$ cat src/rtl/cam_dma_burst_reader.sv
// Pulls words from an FWFT FIFO and emits them as DMA stream bursts of BURST_LEN beats,
// closing a short burst on flush_i or after TIMEOUT idle cycles with a word parked.
// Latency: 2 cycles pop -> m_tvalid_o; 1 beat/cycle sustained; stalls hold O and H, pops stop.
module cam_dma_burst_reader #(
  parameter int DATA_WIDTH = 48,
  parameter int BURST_LEN  = 16,
  parameter int TIMEOUT    = 64
) (
  input  logic                  clk_i,
  input  logic                  rstn_i,
  input  logic                  fifo_empty_i,
  input  logic [DATA_WIDTH-1:0] fifo_rdata_i,
  output logic                  fifo_rd_en_o,
  input  logic                  flush_i,
  output logic [DATA_WIDTH-1:0] m_tdata_o,
  output logic                  m_tvalid_o,
  output logic                  m_tlast_o,
  input  logic                  m_tready_i,
  output logic                  burst_done_o,
  output logic                  partial_o,
  output logic                  busy_o
);

  localparam int BW = $clog2(BURST_LEN);
  localparam int IW = (TIMEOUT > 1) ? $clog2(TIMEOUT) : 1;
  localparam logic [BW-1:0] BCNT_MAX = BW'(BURST_LEN - 1);
  localparam logic [IW-1:0] IDLE_MAX = IW'(TIMEOUT - 1);

  // Hold stage H: the word is parked here until we know whether it ends the burst.
  logic                  hv_q, hv_d;
  logic [DATA_WIDTH-1:0] h_data_q, h_data_d;
  // Output stage O drives the stream directly.
  logic                  o_vld_q, o_vld_d;
  logic [DATA_WIDTH-1:0] o_data_q, o_data_d;
  logic                  o_last_q, o_last_d;
  logic [BW-1:0]         bcnt_q, bcnt_d;
  logic [IW-1:0]         idle_q, idle_d;
  logic                  flush_q, flush_d;
  logic                  done_q, done_d;
  logic                  part_q, part_d;

  logic last_beat, close, do_move, move_last, pop;

  // Transfer decisions: a parked word moves on once its successor is visible or the burst must end.
  always_comb begin
    last_beat = (bcnt_q == BCNT_MAX);
    close     = flush_q | ((idle_q == IDLE_MAX) & fifo_empty_i);
    do_move   = hv_q & (!o_vld_q | m_tready_i) & (last_beat | close | !fifo_empty_i);
    move_last = last_beat | close;
    pop       = rstn_i & !fifo_empty_i & (!hv_q | do_move);
  end

  // Next-state for both pipeline stages, counters and the pulse outputs.
  always_comb begin
    hv_d     = hv_q;
    h_data_d = h_data_q;
    o_vld_d  = o_vld_q;
    o_data_d = o_data_q;
    o_last_d = o_last_q;
    bcnt_d   = bcnt_q;
    idle_d   = idle_q;
    if (pop) begin
      hv_d     = 1'b1;
      h_data_d = fifo_rdata_i;
    end else if (do_move) begin
      hv_d = 1'b0;
    end
    if (do_move) begin
      o_vld_d  = 1'b1;
      o_data_d = h_data_q;
      o_last_d = move_last;
      bcnt_d   = move_last ? '0 : bcnt_q + 1'b1;
    end else if (m_tready_i) begin
      o_vld_d = 1'b0;
    end
    if (pop | do_move) begin
      idle_d = '0;
    end else if (hv_q & fifo_empty_i & (idle_q != IDLE_MAX)) begin
      idle_d = idle_q + 1'b1;
    end
    // A flush with nothing parked has nothing to close, so it simply expires.
    flush_d = flush_i | (flush_q & hv_q & !do_move);
    done_d  = o_vld_q & m_tready_i & o_last_q;
    part_d  = do_move & close & !last_beat;
  end

  // State registers with synchronous active-low reset; a reset drops any in-flight beats.
  always_ff @(posedge clk_i) begin
    if (!rstn_i) begin
      hv_q     <= 1'b0;
      h_data_q <= '0;
      o_vld_q  <= 1'b0;
      o_data_q <= '0;
      o_last_q <= 1'b0;
      bcnt_q   <= '0;
      idle_q   <= '0;
      flush_q  <= 1'b0;
      done_q   <= 1'b0;
      part_q   <= 1'b0;
    end else begin
      hv_q     <= hv_d;
      h_data_q <= h_data_d;
      o_vld_q  <= o_vld_d;
      o_data_q <= o_data_d;
      o_last_q <= o_last_d;
      bcnt_q   <= bcnt_d;
      idle_q   <= idle_d;
      flush_q  <= flush_d;
      done_q   <= done_d;
      part_q   <= part_d;
    end
  end

  assign fifo_rd_en_o = pop;
  assign m_tdata_o    = o_data_q;
  assign m_tvalid_o   = o_vld_q;
  assign m_tlast_o    = o_last_q;
  assign burst_done_o = done_q;
  assign partial_o    = part_q;
  assign busy_o       = hv_q | o_vld_q;

endmodule

$ cat config.mk
export PLATFORM = sky130hd
export DESIGN_NAME = cam_dma_burst_reader
export DESIGN_NICKNAME = d
export VERILOG_FILES = /design/src/rtl/cam_dma_burst_reader.sv
export SDC_FILE = /design/constraint.sdc
export NUM_CORES = 1
export LEC_CHECK = 0
export ABC_AREA = 1
export BUFFER_PORTS_ARGS = -buffer_cell sky130_fd_sc_hd__buf_2
export CORE_UTILIZATION = 52
export DETAILED_ROUTE_END_ITERATION = 10
export PLACE_DENSITY = 0.79
export REMOVE_ABC_BUFFERS = 1
export SETUP_SLACK_MARGIN = 0.15
export SLEW_MARGIN = 20
export SYNTH_ARGS = -nofsm -noshare
export SYNTH_HDL_FRONTEND = slang
export SYNTH_SLANG_ARGS = --single-unit
$ cat constraint.sdc
create_clock -name clk_i -period 1.7 [get_ports clk_i]
set_input_delay 0.085 -clock clk_i [delete_from_list [all_inputs] [get_ports clk_i]]
set_output_delay 0.085 -clock clk_i [all_outputs]
set_load 0.01 [all_outputs]
Word-level counts from Yosys, hierarchy flattened
Index checks and enable logic that the tools add are counted.
{ "classes": {"n_mux": 5, "reduce_logical": 8, "n_eq_ne": 3, "addsub": 2, "bitwise": 22} }
{ "op_table": {"columns": ["op", "n"], "rows": [
  ["$and 1x1->1", 13],
  ["$or 1x1->1", 8],
  ["$add 6x1->6 const B", 1],
  ["$eq 6x6->1 const B", 1],
  ["$ne 6x6->1 const B", 1],
  ["$logic_not 1->1", 5],
  ["$add 4x1->4 const B", 1],
  ["$eq 4x4->1 const B", 1],
  ["$mux 1", 4],
  ["$mux 4", 1],
  ["$reduce_bool 2->1", 2],
  ["$reduce_or 2->1", 1],
  ["$not 1->1", 1]
]} }
{ "totals": {"out_inout_bits": 54, "register_bits": 112} }

Longest topological paths before layout
{ "depth": {"ltp_word": 10, "ltp_mapped": 11, "ltp_nobuf": 9} }

Worst setup path after synthesis
Ideal clock, no wire load.
{ "synth_timing": {"path_type": "register -> register", "start": "register idle_q[0]", "end": "register o_data_q[37] (netlist: m_tdata_o[37])", "path_slack_ns": 0.190, "path_stages_with_launch": 12, "arrival_ns": 1.394, "period_less_slack_ns": 1.510, "setup_ns": 0.116, "cell_sequence": "dfxtp_1 ha_1 nand2_1 nor2_2 nand2_2 nand4_4 nand2_4 clkinv_2 buf_6 buf_6 nor2_1 nor2_1"} }
{ "synth_between": {"elab_chain_len": 6} }
{ "synth_rtl": {"columns": ["element", "line", "source"], "rows": [
  ["from (decl)", "37", "logic [IW-1:0] idle_q, idle_d;"],
  ["from (signal assigned)", "107", "idle_q <= idle_d;"],
  ["$eq 6x6->1", "47", "close = flush_q | ((idle_q == IDLE_MAX) & fifo_empty_i);"],
  ["$and 1x1->1", "47", null],
  ["$or 1x1->1", "47", null],
  ["$or 1x1->1 (2 in series)", "48", "do_move = hv_q & (!o_vld_q | m_tready_i) & (last_beat | close | !fifo_empty_i);"],
  ["$and 1x1->1", "48", null],
  ["to (signal assigned)", "104", "o_data_q <= o_data_d;"],
  ["to (decl)", "34", "logic [DATA_WIDTH-1:0] o_data_q, o_data_d;"]
]} }
Every way passes these cells.
A chain may end at the register's enable or synchronous reset.

Final worst setup path
{ "layout_timing": {"start": "register idle_q[0]", "end": "register o_data_q[46] (netlist: m_tdata_o[46])"} }
The elaborated chain is that of the path after synthesis.

==> impl_metrics.tcl <==
set metrics [dict create \
    cp.required_ns 1.97 \
    drtIter0Drc 243 \
    fillers 446 \
    synth_top_cell_area_share 0.5497 \
    utilization 0.8146 \
    start_util 0.5506 \
    final_area_sq_um 6035 \
    clockBufferDepth 2 \
    synthArstFlopShare 0 \
    grt_overflow 0 \
    core-area_sq_um 7408 \
    period_minus_slack_ns 1.616 \
    synth_top_area_cell "dfxtp_1" \
    grt_pass1_wl_mm 18.02 \
    gp_congestion 0.8360 \
    setup_ws_ns 0.08415 \
    cts_tree "built" \
    arrival_ns 1.89 \
    max_freq_ghz 0.6189 \
    num_vias 4350 \
    dp_slack_ns -0.003610 \
    ys_seq_elements 112 \
    clk_latency_ns 0.38 \
    path_clk_slew_ns 0.12 \
    cts_sinks 112 \
    syn-mean-instance-area_sq_um 7.755 \
    status "complete, no violations" \
    crit_chain "ha_4 -> nand2_2 -> nor2_2 -> nand2_2 -> nand4_4 -> nand2_8 -> buf_4 -> o21ai_0 -> nor2_1" \
    slowest_stage "dfxtp_2" \
    slowest_delay_ns 0.38 \
    dieArea_sq_um 8202 \
    critPathBufInv 1 \
    numCtsBuffers 9 \
    drive_above_1_share 0.3004 \
    endpoint_kind "flip-flop" \
    stdcell_count 798 \
    slew_violations 0 \
    synth_area_leaders "dfxtp_1 55%, nand2_1 11%, nor2_1 9.7%" \
    port-buffer-count 106 \
    synth_area_sq_um 4079 \
    holdCritPathClass "in -> reg" \
    drc 0 \
    hold_viol 0 \
    ys_seq_area_frac 0.5497 \
    rows 31 \
    cts-root-buf "clkbuf_8" \
    crit_fanout 7 \
    rsz0062_at_grt "true" \
    die_y_um 90.57 \
    skew_ns 0.01964 \
    netlist_instances 526 \
    grt_usage 0.2798 \
    die_x_um 90.57 \
    cpLargestDelayFamily "simple AND/OR/NAND/NOR gates" \
    drv_cap 0 \
    vias_per_cell 5.451 \
    area_growth_syn_to_layout_pct 47.94 \
    antenna_found_initial 0 \
    crit_path_start_kind "flip-flop" \
    yosysUniqueCellTypes 27 \
    power_density_nw_per_um2 943.1 \
    whs_ns 0.05632 \
    tns_ns 0 \
    synth-edff-count 0 \
    leakage_nw 2.864 \
    max_slew.worst_pin.slew_ns 0.3918 \
    place_area_sq_um 4681 \
    cp_common_cell "nand2_2" \
    fin_crit_sh 0.9505 \
    grt_pass1_vias 3810 \
    post_drt_wl_per_cell_um 17.08 \
    critPathKind "reg -> reg" \
    ios 107 \
    diodes 0 \
    dr.pass1.iters 5 \
    layout.nets 749 \
    fin_total_pwr_mw 5.691 \
    wl_mm 13.63 \
    ir_drop_v 0.0006242 \
    relSlewSlack 0.7388 \
    ant_nets 0 \
    yosys_warnings 0 \
    place_hpwl_mm 5.548 \
    dpl.cell_count 706 \
    grt_max_degree 103 \
    htree_levels 3 \
    setup_violations 0 \
    synthFlopType "dfxtp_1" \
]
worst paths after layout:
kind                     start             to  slack, ns  depth (start not counted)
setup / recovery     idle_q[0]  m_tdata_o[46]       0.08                          9
hold / removal      m_tready_i   burst_done_o       0.06                          3
setup reg to reg     idle_q[0]  m_tdata_o[46]       0.08                          9
hold reg to reg   h_data_q[45]   h_data_q[45]       0.47                          2
state kept, by name, indices dropped and copies added (netlist names):
name,flops
idle_q,6
bcnt_q,4
m_tdata_o,48
burst_done_o,1
m_tlast_o,1
m_tvalid_o,1
hv_q,1
h_data_q,48
flush_q,1
partial_o,1
final cells by class:
| cell class | count | area (sq um) | area share |
|---|---|---|---|
| tap | 99 | 123.9 | 0.02053 |
| clock inverter | 7 | 103.9 | 0.01721 |
| inverter | 21 | 98.84 | 0.01638 |
| sequential | 112 | 2250 | 0.3728 |
| multi-input combinational | 362 | 1824 | 0.3023 |
| timing repair buffer | 186 | 1495 | 0.2478 |
| timing repair inverter | 2 | 15.01 | 0.002488 |
| clock buffer | 9 | 123.9 | 0.02053 |
metal layers:
layer | track usage | vias to the layer above | share of wire
li1 | - | 2017 | -
met1 | 0.3234 | 2006 | 0.38
met2 | 0.4981 | 264 | 0.50
met3 | 0.06566 | 63 | 0.076
met4 | 0.1062 | 0 | 0.044
met5 | 0 | - | 0
cells by family (layout without fill, tap and decap cells):
logic type                 Yosys count  in the layout  synth area share
xor gates and xnor gates             4              4          0.008588
buffers and inverters               52            225           0.05491
AOI/OAI and AO/OA                   60             60           0.07822
and+or+nand+nor                    296            296            0.3025
adders and majority gates            2              2          0.006134
DFF                                112            112            0.5497
cell usage after synthesis (2+ instances only):
library cell	instances
inv_1	18
o21ai_0	51
ha_1	2
dfxtp_1	112
nand3_1	56
buf_2	7
nor3_1	2
xor2_1	4
buf_6	2
clkbuf_1	21
nor2_1	105
nand4_1	2
a21oi_1	7
inv_2	2
nand2_1	123
worst register-to-register path: cells and delay by family (launching register included):
kind                       cells  cell delay (ns)
and+or+nand+nor                6             0.59
DFF                            1             0.38
AOI/OAI and AO/OA              1             0.22
buffers and inverters          1             0.19
adders and majority gates      1             0.15
power by group:
part	switching (mW)	internal [mW]
combinational	0.511	0.456
sequential	0.121	2.80
clock	0.952	0.849
total	1.58	4.11
cells in the final DEF, fill, tap and decap left out, types with 3 or more instances in the layout:
cell type	instances
buf_12	5
a21oi_2	3
o21ai_0	28
dfxtp_2	3
buf_16	3
nand3_1	55
nor2_1	71
clkbuf_8	9
nor2_2	22
a21oi_1	4
buf_4	13
xor2_1	4
buf_6	3
buf_2	106
inv_1	18
o21ai_1	23
nand2_1	121
nor2_4	13
dlygate4sd3_1	50
nand2_2	3
clkbuf_16	6
dfxtp_1	108
timing repair:
action                     in CTS  in global routing
resized for setup              26                 78
pin swaps                       4                  8
gates cloned                    4                  8
buffers inserted                8                  6
hold endpoints to repair       50                  0
hold buffers                   50                  0
setup endpoints to repair      63                 85
Note: power is estimated with default switching activity, not from simulation.
